File: config.mk
export PLATFORM = sky130hd
export DESIGN_NAME = irq_controller_flat
export DESIGN_NICKNAME = d
export VERILOG_FILES = /design/src/rtl/irq_ctrl_pkg.sv /design/src/rtl/wishbone_interface.sv /design/src/rtl/irq_sync.sv /design/src/rtl/irq_controller.sv /design/src/flat_wrapper.sv
export SDC_FILE = /design/constraint.sdc
export NUM_CORES = 1
export LEC_CHECK = 0
export ABC_AREA = 1
export CELL_PAD_IN_SITES_DETAIL_PLACEMENT = 0
export CELL_PAD_IN_SITES_GLOBAL_PLACEMENT = 1
export CORE_UTILIZATION = 28
export CTS_CLUSTER_DIAMETER = 120
export DETAILED_ROUTE_END_ITERATION = 10
export PLACE_DENSITY_LB_ADDON = 0.1
export SLEW_MARGIN = 20
export SYNTH_ARGS = -nofsm -noshare
export SYNTH_HDL_FRONTEND = slang
export SYNTH_SLANG_ARGS = --single-unit
export TNS_END_PERCENT = 10
File: constraint.sdc
create_clock -name clk -period 1.45 [get_ports clk]
set_input_delay 0.29 -clock clk [delete_from_list [all_inputs] [get_ports clk]]
set_output_delay 0.29 -clock clk [all_outputs]
set_load 0.02 [all_outputs]
File: src/rtl/irq_ctrl_pkg.sv
// Shared constants and helpers for the interrupt controller register file.
package irq_ctrl_pkg;

  localparam int NUM_SRC_MAX = 31;

  localparam logic [4:0] IRQ_PENDING   = 5'h00;
  localparam logic [4:0] IRQ_ENABLE    = 5'h04;
  localparam logic [4:0] IRQ_MODE      = 5'h08;
  localparam logic [4:0] IRQ_CLAIM     = 5'h0C;
  localparam logic [4:0] IRQ_INSERVICE = 5'h10;

  localparam logic [4:0] CLAIM_NONE = 5'd0;

  // Returns index+1 of the lowest set bit, CLAIM_NONE when the vector is empty.
  function automatic logic [4:0] lowest_id1(input logic [NUM_SRC_MAX-1:0] v);
    logic [4:0] id;
    id = CLAIM_NONE;
    for (int i = NUM_SRC_MAX - 1; i >= 0; i--) begin
      if (v[i]) id = 5'(i + 1);
    end
    return id;
  endfunction

endpackage

File: src/rtl/wishbone_interface.sv
// Classic 32-bit Wishbone bus bundle.
interface wishbone_interface;
  logic        cyc;
  logic        stb;
  logic        we;
  logic [31:0] adr;
  logic [31:0] wr_dat;
  logic [31:0] rd_dat;
  logic [3:0]  sel;
  logic        ack;

  modport master (output cyc, stb, we, adr, wr_dat, sel, input rd_dat, ack);
  modport slave  (input cyc, stb, we, adr, wr_dat, sel, output rd_dat, ack);
endinterface

File: src/rtl/irq_sync.sv
// Purpose: synchronise one async interrupt line, emit registered level and rise pulse.
// Latency: input sampled at edge k shows on level/rise after edge k+SYNC_STAGES.
// Backpressure: none; free-running every cycle.
module irq_sync #(
  parameter int SYNC_STAGES = 2
) (
  input  logic clk,
  input  logic rst,
  input  logic async_in,
  output logic level,
  output logic rise
);

  logic [SYNC_STAGES-1:0] sync_q;
  logic                   level_q;
  logic                   rise_q;

  always_ff @(posedge clk) begin
    if (!rst) begin
      sync_q  <= '0;
      level_q <= 1'b0;
      rise_q  <= 1'b0;
    end else begin
      sync_q  <= {sync_q[SYNC_STAGES-2:0], async_in};
      level_q <= sync_q[SYNC_STAGES-1];
      // level_q doubles as the previous-value flop for edge detection
      rise_q  <= sync_q[SYNC_STAGES-1] & ~level_q;
    end
  end

  assign level = level_q;
  assign rise  = rise_q;

endmodule

File: src/rtl/irq_controller.sv
// Purpose: prioritised interrupt controller with claim/complete Wishbone register file.
// Latency: source high before edge k raises irq_out after edge k+SYNC_STAGES+2; bus ack 1 cycle after request.
// Backpressure: single outstanding access, ack pulses one cycle, held stb acks every second cycle.
module irq_controller
  import irq_ctrl_pkg::*;
#(
  parameter int NUM_SRC     = 8,
  parameter int SYNC_STAGES = 2
) (
  input  logic               clk,
  input  logic               rst,
  wishbone_interface.slave   bus,
  input  logic [NUM_SRC-1:0] irq_src_in,
  output logic               irq_out
);

  logic [NUM_SRC-1:0] level, rise;
  logic [NUM_SRC-1:0] pending, enable, mode, in_service;
  logic [NUM_SRC-1:0] pending_n, enable_n, mode_n, in_service_n;
  logic [NUM_SRC-1:0] eligible;
  logic [NUM_SRC_MAX-1:0] elig_ext;
  logic [4:0]  off, claim_id;
  logic        access, wr, rd, claim_fire;
  logic        ack_q;
  logic [31:0] rd_dat_q, rd_dat_n;
  logic [31:0] pend_w, en_w, mode_w, insvc_w;
  logic        unused_bits;

  assign unused_bits = ^{bus.sel, bus.adr[31:5], bus.adr[1:0]};

  for (genvar g = 0; g < NUM_SRC; g++) begin : g_sync
    irq_sync #(.SYNC_STAGES(SYNC_STAGES)) u_sync (
      .clk      (clk),
      .rst      (rst),
      .async_in (irq_src_in[g]),
      .level    (level[g]),
      .rise     (rise[g])
    );
  end

  always_comb begin
    access   = bus.cyc & bus.stb & ~ack_q;
    wr       = access & bus.we;
    rd       = access & ~bus.we;
    off      = {bus.adr[4:2], 2'b00};
    eligible = pending & enable & ~in_service;
    elig_ext = '0;
    elig_ext[NUM_SRC-1:0] = eligible;
    claim_id   = lowest_id1(elig_ext);
    claim_fire = rd && (off == IRQ_CLAIM) && (claim_id != CLAIM_NONE);

    pend_w  = '0;
    en_w    = '0;
    mode_w  = '0;
    insvc_w = '0;
    pend_w[NUM_SRC-1:0]  = pending;
    en_w[NUM_SRC-1:0]    = enable;
    mode_w[NUM_SRC-1:0]  = mode;
    insvc_w[NUM_SRC-1:0] = in_service;

    case (off)
      IRQ_PENDING:   rd_dat_n = pend_w;
      IRQ_ENABLE:    rd_dat_n = en_w;
      IRQ_MODE:      rd_dat_n = mode_w;
      IRQ_CLAIM:     rd_dat_n = {27'd0, claim_id};
      IRQ_INSERVICE: rd_dat_n = insvc_w;
      default:       rd_dat_n = '0;
    endcase
  end

  always_comb begin
    enable_n     = enable;
    mode_n       = mode;
    pending_n    = pending;
    in_service_n = in_service;
    if (wr && off == IRQ_ENABLE) enable_n = bus.wr_dat[NUM_SRC-1:0];
    if (wr && off == IRQ_MODE)   mode_n   = bus.wr_dat[NUM_SRC-1:0];

    for (int i = 0; i < NUM_SRC; i++) begin
      // A fresh rise outranks any clear landing on the same edge
      if (!mode[i]) begin
        pending_n[i] = level[i];
      end else begin
        pending_n[i] = rise[i] |
                       (pending[i] & ~((wr && off == IRQ_PENDING && bus.wr_dat[i]) ||
                                       (claim_fire && claim_id == 5'(i + 1))));
      end
      if (claim_fire && claim_id == 5'(i + 1)) begin
        in_service_n[i] = 1'b1;
      end else if (wr && off == IRQ_CLAIM && bus.wr_dat == 32'(i + 1)) begin
        in_service_n[i] = 1'b0;
      end
    end
  end

  always_ff @(posedge clk) begin
    if (!rst) begin
      pending    <= '0;
      enable     <= '0;
      mode       <= '0;
      in_service <= '0;
      ack_q      <= 1'b0;
      rd_dat_q   <= '0;
      irq_out    <= 1'b0;
    end else begin
      pending    <= pending_n;
      enable     <= enable_n;
      mode       <= mode_n;
      in_service <= in_service_n;
      ack_q      <= access;
      if (access) rd_dat_q <= rd_dat_n;
      irq_out    <= |eligible;
    end
  end

  assign bus.ack    = ack_q;
  assign bus.rd_dat = rd_dat_q;

endmodule

File: src/flat_wrapper.sv
// flat-port wrapper written by rule: the top's interface ports become plain ports
module irq_controller_flat import irq_ctrl_pkg::*;
#(
  parameter int NUM_SRC     = 8,
  parameter int SYNC_STAGES = 2
)
  (clk, rst, irq_src_in, irq_out, bus_cyc, bus_stb, bus_we, bus_adr, bus_wr_dat, bus_sel, bus_rd_dat, bus_ack);
  wishbone_interface bus_i ();
  input  logic clk;
  input  logic rst;
  input  logic [NUM_SRC-1:0] irq_src_in;
  output logic irq_out;
  input wire logic [$bits(bus_i.cyc)-1:0] bus_cyc;
  input wire logic [$bits(bus_i.stb)-1:0] bus_stb;
  input wire logic [$bits(bus_i.we)-1:0] bus_we;
  input wire logic [$bits(bus_i.adr)-1:0] bus_adr;
  input wire logic [$bits(bus_i.wr_dat)-1:0] bus_wr_dat;
  input wire logic [$bits(bus_i.sel)-1:0] bus_sel;
  output wire logic [$bits(bus_i.rd_dat)-1:0] bus_rd_dat;
  output wire logic [$bits(bus_i.ack)-1:0] bus_ack;
  assign bus_i.cyc = bus_cyc;
  assign bus_i.stb = bus_stb;
  assign bus_i.we = bus_we;
  assign bus_i.adr = bus_adr;
  assign bus_i.wr_dat = bus_wr_dat;
  assign bus_i.sel = bus_sel;
  assign bus_rd_dat = bus_i.rd_dat;
  assign bus_ack = bus_i.ack;
  irq_controller #(.NUM_SRC(NUM_SRC), .SYNC_STAGES(SYNC_STAGES)) u_core (.clk(clk), .rst(rst), .bus(bus_i), .irq_src_in(irq_src_in), .irq_out(irq_out));
endmodule
==> results of run 1 <==
routing by layer:
| layer | track usage, % | vias up | routed length [um] | part of all wire, % |
|---|---|---|---|---|
| li1 | - | 1690 | - | - |
| met1 | 20.7 | 1444 | 4470 | 47 |
| met2 | 26.7 | 83 | 4500 | 47 |
| met3 | 3.99 | 12 | 437 | 4.6 |
| met4 | 5.78 | 0 | 182 | 1.9 |
| met5 | 0 | - | 0 | 0 |
worst max-delay path: cells and delay by family, from the launching register on:
family	cells	cell delay [ns]
buf+inv	3	0.24
simple gates	6	0.73
compound gates	1	0.06
flops	1	0.35
cell type report:
class	instances	area, um^2
flip-flops and latches	74	1500
well taps	143	179
clock inverters	5	62.6
fillers	1181	6520
inverters	61	234
repair buffers	119	1070
clock buffers	11	243
multi-input cells	323	1650
cell families (layout without fill, tap and decap cells):
kind of cell    after synthesis  count (layout)
compound gates               90              90
simple gates                209             209
flops                        74              74
other cells                   1              24
buf+inv                      92             196
through the flow:
stage | power (mW) | worst slack (ns)
floorplan | 2.37 | 0.124
global placement | 2.57 | -0.542
detailed placement | 2.58 | -0.499
CTS | 4.88 | -0.00772
global route | 5.02 | -0.160
finish | 4.82 | -0.0382
worst max-delay path by stage:
stage | slack (ns) | depth (start not counted) | startpoint | end
2_1_floorplan | 0.12 | 8 | u_core.bus.ack | u_core.pending[5]
3_3_place_gp | -0.54 | 10 | bus_cyc | u_core.pending[3]
3_5_place_dp | -0.50 | 10 | bus_stb | u_core.pending[3]
4_1_cts | -0.008 | 9 | u_core.enable[2] | u_core.pending[6]
5_1_grt | -0.16 | 10 | u_core.in_service[2] | u_core.pending[5]
6_report | -0.04 | 10 | u_core.in_service[2] | u_core.pending[5]
registers in the layout (all words and copies together), names as in the netlist:
register                     flops
u_core.g_sync.u_sync.rise        8
u_core.mode                      8
u_core.irq_out                   1
u_core.enable                    8
u_core.g_sync.u_sync.sync_q     16
u_core.bus.ack                   1
u_core.pending                   8
u_core.bus.rd_dat                8
u_core.in_service                8
u_core.g_sync.u_sync.level       8
repair_timing:
action | in CTS | in global routing
resized for setup | 45 | 43
endpoints found under the setup margin | 45 | 19
gates cloned | 0 | 0
hold endpoints to repair | 0 | 0
buffers inserted | 5 | 6
pin swaps | 13 | 14
power by group through the flow:
stage	clock, mW	combinational, mW	sequential [mW]
floorplan	0	0.228	2.14
global placement	0	0.433	2.14
detailed placement	0	0.435	2.14
CTS	2.34	0.443	2.10
global route	2.43	0.489	2.10
finish	2.28	0.446	2.10
cell usage after synthesis (all sizes together) (2+ instances only):
| master | instances | area (um^2) |
|---|---|---|
| clkbuf | 6 | 22.5 |
| buf | 25 | 188 |
| nor3 | 8 | 45.0 |
| nand2 | 107 | 407 |
| o2111ai | 4 | 35.0 |
| dfxtp | 74 | 1480 |
| nand3 | 22 | 110 |
| nand3b | 2 | 15.0 |
| nor2 | 62 | 269 |
| nand4 | 5 | 31.3 |
| o21ai | 37 | 185 |
| or2 | 2 | 12.5 |
| inv | 60 | 228 |
| a21boi | 5 | 37.5 |
| a21oi | 42 | 221 |
layout by cell type (no fill, tap or decap), types with 9 or more instances in the layout:
cell type         n
o21ai_0          27
clkbuf_16         9
conb_1           24
nor2_1           47
inv_1            49
dfxtp_2          12
nand2_1          93
dfxtp_1          60
dlygate4sd2_1    14
nand3_1          15
o21ai_1          10
clkdlybuf4s50_1  41
inv_2             9
nand2_2          13
a21oi_1          38
buf_4            55
==> reports/qor.yml, run 1 <==
power_and_ir_drop:
  internal-power_mw: 3.68
  p_comb_share_pct: 9.2
  leakagePower_nw: 2.26
  p_switching_mw: 1.14
  peakVddDrop_v: 0.000652
  powerDensity_nw_per_um2: 976
  p_sw_share_pct: 23.7
  power_frac_seq_pct: 43.5
  clockPowerShare_pct: 47.3
global_routing:
  grt_pass1_vias: 3047
  grt-ovfl-total: 0
  grt_max_degree: 32
  grt_pass1_wl_um: 15400
  antenna_found_initial: 0
  gr-usage-all-layers_pct: 16.3
run_status:
  status: "finished, violations left"
  failed_checks: "setup timing"
worst_hold_path:
  whs_path_depth: 1
  hold_end: "u_core.g_sync[0].u_sync.rise"
  hold_class: "flop to flop"
  hp-start: "u_core.g_sync[0].u_sync.level"
drt:
  detail_route.wl_per_cell_um: 13.0
  drcViolationCount: 0
  num_vias: 3229
  initialDrtViolationCount: 169
  routed_wl_um: 9590
  first_pass_iters: 4
  detail-route-antenna-nets: 0
  drt-vias-per-instance: 4.39
worst_setup_path:
  path_cells: "inv_2 -> nand3_4 -> nand2_2 -> nor2_2 -> nand2_2 -> buf_6 -> inv_4 -> nand4_1 -> nand2_1 -> a21oi_2"
  rr_worst_depth: 10
  cp.arrival_ns: 1.71
  crit_fanout: 4
  r2r_slack_ns: -0.04
  cp.required_ns: 1.67
  critPathMostFrequentCell: "nand2_2"
  cp-end-kind: "flop"
  cpPeakStageDelay_ns: 0.35
  r2r-end: "u_core.pending[5]"
  path_class: "flop to flop"
  r2r-start: "u_core.in_service[2]"
  cp-start-kind: "flop"
  critPathSlowestCell: "dfxtp_1"
floorplanning:
  die_h_um: 111
  core_um2: 11500
  pin_count: 115
  die_width_um: 111
  start_util_pct: 28.9
  design.die.area_um2: 12300
  rows: 39
clock_tree:
  clkTransAtPathRegs_ns: 0.06
  clock-root-buffer: "clkbuf_16"
  clkSinkCount: 74
  cts_htree_levels: 3
  cts_buffer_depth: 2
  numCtsBuffers: 9
  cts_tree: "built"
  ctsHoldBuffers: 0
  insertion_delay_ns: 0.33
placement:
  place_hpwl_um: 7340
  dpl.cell_count: 710
  placed_area_um2: 4370
  port_buffers: 57
  gp_congestion: 0.908
synth:
  synthFlopType: "dfxtp_1"
  yosysWarnings: 0
  synth-seq-cells: 74
  syn_area_um2: 3320
  yosysSeqAreaShare_pct: 44.7
  avgSynthCellArea_um2: 7.12
  synth_top_family_by_area: "simple AND/OR/NAND/NOR gates"
  synth-adder-area-share_pct: 0
  synthArstFlopShare_pct: 0
  muxShareOfSynthArea_pct: 0
  synth.distinct_cells: 30
  yosys.area_share.simple_pct: 27.0
  synth_compound_area_share_pct: 14.9
  synth_edf_count: 0
  synth-xor-area-share_pct: 0
  netlist_instances: 466
timing:
  max_freq_ghz: 0.672
  layout_setup_ws_ns: -0.0382
  drv_slew: 0
  finalSetupViolCount: 3
  whs_ns: 0.404
  hold_viol: 0
  skew_ns: 0.00618
  finalCriticalPeriod_ns: 1.49
  fin_tns_setup_ns: -0.0516
  grt_setup_unrepaired: "yes"
  fin_crit_sh_pct: 103
run:
  drv_cap: 0
final_layout:
  area_growth_pct: 49.1
  drive_gt1_share_pct: 24.3
  final_area_um2: 4940
  fin_util_pct: 43.1
  fin_cells: 736
  num_antenna_cells: 0
  finalNetCount: 669
Note: power is estimated with default switching activity, not from simulation.
==> run 2, diff against run 1 <==
==> constraint.sdc (replaced) <==
create_clock -name clk -period 1.4 [get_ports clk]
set_input_delay 0.28 -clock clk [delete_from_list [all_inputs] [get_ports clk]]
set_output_delay 0.28 -clock clk [all_outputs]
set_load 0.02 [all_outputs]
==> run 2 against run 1 <==
Against the previous run: the run still ends with setup timing left; first-iteration DRC count down 14%; sequential share of layout area down 0.38 points; sequential power up 3%; non-clock buffer count up 1; worst hold slack worse by 0.0012 ns; flip-flop and latch count unchanged; die area unchanged; power up 3.6%; clock-buffer cell count down 1; combinational power up 4.5%; wire length down 1.6%; cell count up 0.14%; critical path type is now primary input to flop; largest cell class unchanged.
==> reports/qor.yml, run 2 (synthesized netlist as in run 1, its figures left out) <==
placement:
  port_buffers: 57  # unchanged
  dp_slack_ns: -0.516  # -0.0175 ns
  place_hpwl_um: 7390  # +0.71%
  gp_congestion: 0.890  # -2.0%
run_status:
  failed_checks: "setup timing"
  status: "finished, violations left"
timing:
  finalCriticalPeriod_ns: 1.45
  drv_slew: 0  # unchanged
  finalSetupViolCount: 6  # +3
  fin_crit_sh_pct: 103
  skew_ns: 0.00566  # -0.000526 ns
  layout_setup_ws_ns: -0.0482  # -0.0100 ns
  max_freq_ghz: 0.690
  hold_viol: 0  # unchanged
  grt_setup_unrepaired: "yes"
worst_setup_path:
  rr_worst_depth: 9  # -1
  crit_start: "bus_wr_dat[5]"
  r2r-start: "u_core.pending[3]"
  crit_fanout: 8  # +4
  cp.arrival_ns: 1.67  # -0.04 ns
  cp.required_ns: 1.62  # -0.05 ns
  cp-end-kind: "flop"
  cp-start-kind: "primary input"
  path_class: "primary input to flop"
  r2r-end: "u_core.bus.rd_dat[2]"
  r2r_slack_ns: -0.03  # about the same
drt:
  drt-vias-per-instance: 4.37  # -0.38%
  detail_route.wl_per_cell_um: 12.8  # -1.8%
  first_pass_iters: 4  # unchanged
  num_vias: 3221  # -0.25%
  drcViolationCount: 0  # unchanged
  routed_wl_um: 9440  # -1.6%
  initialDrtViolationCount: 145  # -14%
  detail-route-antenna-nets: 0  # unchanged
worst_hold_path:
  hold_end: "u_core.g_sync[2].u_sync.rise"
  hold_class: "flop to flop"
  hp-start: "u_core.g_sync[2].u_sync.level"
  whs_path_depth: 1  # unchanged
power_and_ir_drop:
  peakVddDrop_v: 0.000670  # +2.8%
  leakagePower_nw: 2.28  # +0.68%
  total_power_mw: 5.00  # +3.6%
  powerDensity_nw_per_um2: 1000  # +2.8%
clock_tree:
  cts_htree_levels: 3  # unchanged
  clkSinkCount: 74  # unchanged
  cts_buffer_depth: 2  # unchanged
  insertion_delay_ns: 0.34  # about the same
  numCtsBuffers: 9  # unchanged
  clkTransAtPathRegs_ns: 0.06  # about the same
  clock-root-buffer: "clkbuf_16"
  cts_tree: "built"
global_routing:
  gr-usage-all-layers_pct: 16.3  # +0.070 points
  grt_pass1_vias: 3101  # +1.8%
  grt-ovfl-total: 0  # unchanged
  grt_pass1_wl_um: 15400  # unchanged
  grt_max_degree: 29  # -9.4%
  antenna_found_initial: 0  # unchanged
final_layout:
  num_antenna_cells: 0  # unchanged
  area_growth_pct: 50.2
  drive_gt1_share_pct: 25.1  # +0.80 points
  regMostFlops: "u_core.g_sync.u_sync.sync_q"
  multi_input_area_um2: 1690  # +2.7%
  largest_reg_flops: 16  # unchanged
  nFillCells: 1219  # +3.2%
  mostFrequentLayoutCells: "nand2_1, dfxtp_1, buf_4"
  seq_area_um2: 1500  # -0.50%
  finalNetCount: 670  # +0.15%
  final_common_cell: "nand2_1"
floorplanning:
  start_util_pct: 28.9  # unchanged
  rows: 39  # unchanged
  core_um2: 11500  # unchanged
  design.die.area_um2: 12300  # unchanged
  pin_count: 115  # unchanged
  die_h_um: 111  # unchanged
  die_width_um: 111  # unchanged
run:
  drv_cap: 0  # unchanged
## run 2: cell types whose count changed in the layout (fill, tap and decap cells not counted), moves of 2 or more
| cell | delta |
|---|---|
| nand2_1 | -3 |
| dfxtp_4 | -2 |
| dfxtp_1 | +2 |
| buf_4 | +2 |
| nand3_1 | -2 |
| nand2_4 | +3 |
| nor2_2 | +2 |
## run 2: cell type report
cell class / count / area share (%)
Clock inverter: 6 / 1.51
Inverter: 61 / 4.65
Sequential cell: 74 / 30.0
Timing Repair Buffer: 120 / 21.6
Multi-Input combinational cell: 323 / 34.0
Tap cell: 143 / 3.59
Clock buffer: 10 / 4.60
## run 2: layer usage
layer	GRT usage [%]	part of all wire, %	vias up
met2	26.9	47	70
met4	7.20	2.4	0
met1	20.2	47	1450
li1	-	-	1684
met5	0	0	-
met3	3.88	3.7	17
## run 2: worst max-delay path by stage
stage,slack [ns],to,cells past startpoint
2_1_floorplan,0.07,u_core.pending[5],8
3_3_place_gp,-0.55,u_core.pending[3],10
3_5_place_dp,-0.52,u_core.pending[3],10
4_1_cts,-0.04,u_core.in_service[7],7
5_1_grt,-0.11,u_core.pending[2],11
6_report,-0.05,u_core.in_service[4],7
## run 2: where the power goes
| group | total [mW] | leakage (nW) | internal, mW | switching, mW |
|---|---|---|---|---|
| registers | 2.17 | 0.607 | 2.15 | 0.0210 |
| clock network | 2.36 | 0.145 | 1.41 | 0.950 |
| logic | 0.466 | 1.53 | 0.225 | 0.240 |
## run 2: what timing repair did
item	4_1_cts	5_1_grt
endpoints found under the hold margin	0	0
setup endpoints to repair	50	26
gates resized for setup	62	31
pin swaps	27	13
setup buffers	7	2
hold buffers	0	0
cloned	0	0
## run 2: critical path, stage by stage
cell	delay, ns
clkdlybuf4s50_1	0.50
nor2_2	0.16
nand2_2	0.15
nor3_1	0.26
nand3_1	0.12
o21ai_1	0.12
a21oi_1	0.07
## run 2: stage by stage
step / instances / hold WS [ns] / utilization [%] / instance area (um^2) / TNS [ns]
floorplan: 489 / 0.378 / - / 3400 / 0
global placement: 712 / 0.392 / 38.2 / 4380 / -17.28
finish: 737 / 0.403 / 43.4 / 4980 / -0.123
global route: 737 / 0.421 / 43.4 / 4980 / -1.25
detailed placement: 712 / 0.398 / 38.2 / 4380 / -17.36
CTS: 735 / 0.410 / 42.4 / 4860 / -0.194
==> run 3, diff against run 2 <==
--- a/config.mk
+++ b/config.mk
@@ -8,7 +8,7 @@
 export ABC_AREA = 1
 export CELL_PAD_IN_SITES_DETAIL_PLACEMENT = 0
 export CELL_PAD_IN_SITES_GLOBAL_PLACEMENT = 1
-export CORE_UTILIZATION = 28
+export CORE_UTILIZATION = 31
 export CTS_CLUSTER_DIAMETER = 120
 export DETAILED_ROUTE_END_ITERATION = 10
 export PLACE_DENSITY_LB_ADDON = 0.1
==> run 3 against run 2 <==
Against the previous run: the run still ends with setup timing left; global-route usage grew 1.4 points; first-iteration DRC count is 6.9% higher; die area shrank 9.5%; wire length is 3.1% higher; maximum frequency is 4.1% lower; worst hold slack better by 0.0024 ns; register-to-register slack got worse by 0.08 ns; worst setup slack worse by 0.062 ns; flip-flop and latch count is the same; sequential share of layout area grew 0.13 points; largest power group is now registers.
==> reports/qor.yml, run 3 (synthesized netlist as in run 1, its figures left out) <==
clock_tree:
  clock-root-buffer: "clkbuf_8"
  cts_tree: "built"
  numCtsBuffers: 9  # unchanged
  insertion_delay_ns: 0.34  # about the same
  ctsHoldBuffers: 0  # unchanged
  clkTransAtPathRegs_ns: 0.09  # +0.03 ns
  cts_htree_levels: 3  # unchanged
  cts_buffer_depth: 2  # unchanged
  clkSinkCount: 74  # unchanged
final_layout:
  finalNetCount: 676  # +0.90%
  final_area_um2: 4980  # about the same
  drive_gt1_share_pct: 28.3  # +3.2 points
  final_common_cell: "nand2_1"
  fin_util_pct: 48.1  # +4.6 points
  regMostFlops: "u_core.g_sync.u_sync.sync_q"
  largest_reg_flops: 16  # unchanged
  num_antenna_cells: 0  # unchanged
  mostFrequentLayoutCells: "nand2_1, buf_4, dfxtp_1"
  area_growth_pct: 50.3  # about the same
  fin_cells: 736  # -0.14%
global_routing:
  grt_pass1_wl_um: 15100  # -1.9%
  antenna_found_initial: 0  # unchanged
  grt_pass1_vias: 3006  # -3.1%
  gr-usage-all-layers_pct: 17.8  # +1.4 points
  grt-ovfl-total: 0  # unchanged
  grt_max_degree: 16  # -45%
run_status:
  failed_checks: "setup timing"
  status: "finished, violations left"
power_and_ir_drop:
  p_comb_share_pct: 10.9  # +1.6 points
  clockPowerShare_pct: 40.0  # -7.2 points
  p_sw_share_pct: 26.7  # +2.4 points
  total_power_mw: 4.42  # -12%
  internal-power_mw: 3.24  # -14%
  powerDensity_nw_per_um2: 887  # -12%
  leakagePower_nw: 2.30  # +0.91%
  p_switching_mw: 1.18  # -2.7%
  peakVddDrop_v: 0.000707  # +5.5%
  power_frac_seq_pct: 49.1  # +5.6 points
timing:
  finalSetupViolCount: 7  # +1
  hold_viol: 0  # unchanged
  fin_tns_setup_ns: -0.215  # -0.0914 ns
  finalCriticalPeriod_ns: 1.51  # +0.0619 ns
  fin_crit_sh_pct: 108  # +4.4 points
  skew_ns: 0.00992  # +0.00426 ns
  layout_setup_ws_ns: -0.110  # -0.0619 ns
  max_freq_ghz: 0.662  # -4.1%
  drv_slew: 0  # unchanged
  whs_ns: 0.405  # +0.00245 ns
  grt_setup_unrepaired: "yes"
worst_setup_path:
  cp.required_ns: 1.63  # about the same
  cp-start-kind: "flop"
  crit_start: "u_core.enable[4]"
  crit_fanout: 4  # -4
  r2r-start: "u_core.enable[4]"
  path_class: "flop to flop"
  cp-end-kind: "flop"
  cp.arrival_ns: 1.74  # +0.07 ns
floorplanning:
  core_um2: 10400  # -9.6%
  die_width_um: 105  # -4.9%
  rows: 37  # -5.1%
  die_h_um: 105  # -4.9%
  pin_count: 115  # unchanged
  design.die.area_um2: 11100  # -9.5%
  start_util_pct: 32.0  # +3.1 points
placement:
  gp_congestion: 0.860  # -3.3%
  port_buffers: 57  # unchanged
  placed_area_um2: 4440  # +1.3%
  dp_slack_ns: -0.533  # -0.0169 ns
  place_hpwl_um: 7510  # +1.6%
  dpl.cell_count: 714  # +0.28%
drt:
  initialDrtViolationCount: 155  # +6.9%
  routed_wl_um: 9730  # +3.1%
  num_vias: 3251  # +0.93%
  drt-vias-per-instance: 4.42  # +1.1%
  detail_route.wl_per_cell_um: 13.2  # +3.3%
  first_pass_iters: 6  # +2
  detail-route-antenna-nets: 0  # unchanged
  drcViolationCount: 0  # unchanged
run:
  drv_cap: 0  # unchanged
worst_hold_path:
  hp-start: "bus_cyc"
  hold_class: "primary input to flop"
## run 3: area by class of cell
cell class,count,area (um^2)
inverter,61,231
clock inverter,7,82.6
fill,1099,5390
multi-input combinational,323,1730
sequential,74,1500
clock buffer,9,124
timing repair buffer,126,1150
tap,136,170
## run 3: worst paths after layout
kind / end / slack (ns) / depth (start not counted)
setup / recovery: u_core.pending[5] / -0.11 / 10
hold / removal: u_core.bus.rd_dat[2] / 0.41 / 5
setup reg to reg: u_core.pending[5] / -0.11 / 10
hold reg to reg: u_core.g_sync[1].u_sync.rise / 0.41 / 1
## run 3: critical path: stages (launching register included)
cell     delay (ns)
dfxtp_2        0.34
nand2_2        0.08
nor2_4         0.12
inv_2          0.05
buf_6          0.11
nand2_4        0.05
nor2_4         0.04
a21oi_4        0.19
nand4_1        0.21
nand2_1        0.15
a21oi_2        0.06
## run 3: what timing repair did
| item | in CTS | in global routing |
|---|---|---|
| setup endpoints to repair | 44 | 41 |
| pin swaps | 2 | 22 |
| buffers inserted | 0 | 6 |
| resized for setup | 27 | 84 |
## run 3: metal layers
metal | GRT usage (%) | part of all wire [%] | up-vias
met5 | 0 | 0 | -
met4 | 4.53 | 1.2 | 0
met3 | 3.15 | 3.6 | 6
met2 | 30.2 | 48 | 70
met1 | 23.1 | 47 | 1475
li1 | - | - | 1700
## run 3: power by group through the flow
stage          clock network (mW)  registers, mW  logic, mW
2_1_floorplan                   0           2.22      0.236
3_3_place_gp                    0           2.22      0.464
3_5_place_dp                    0           2.22      0.464
4_1_cts                      1.83           2.17      0.470
5_1_grt                      1.92           2.18      0.528
6_report                     1.77           2.17      0.484
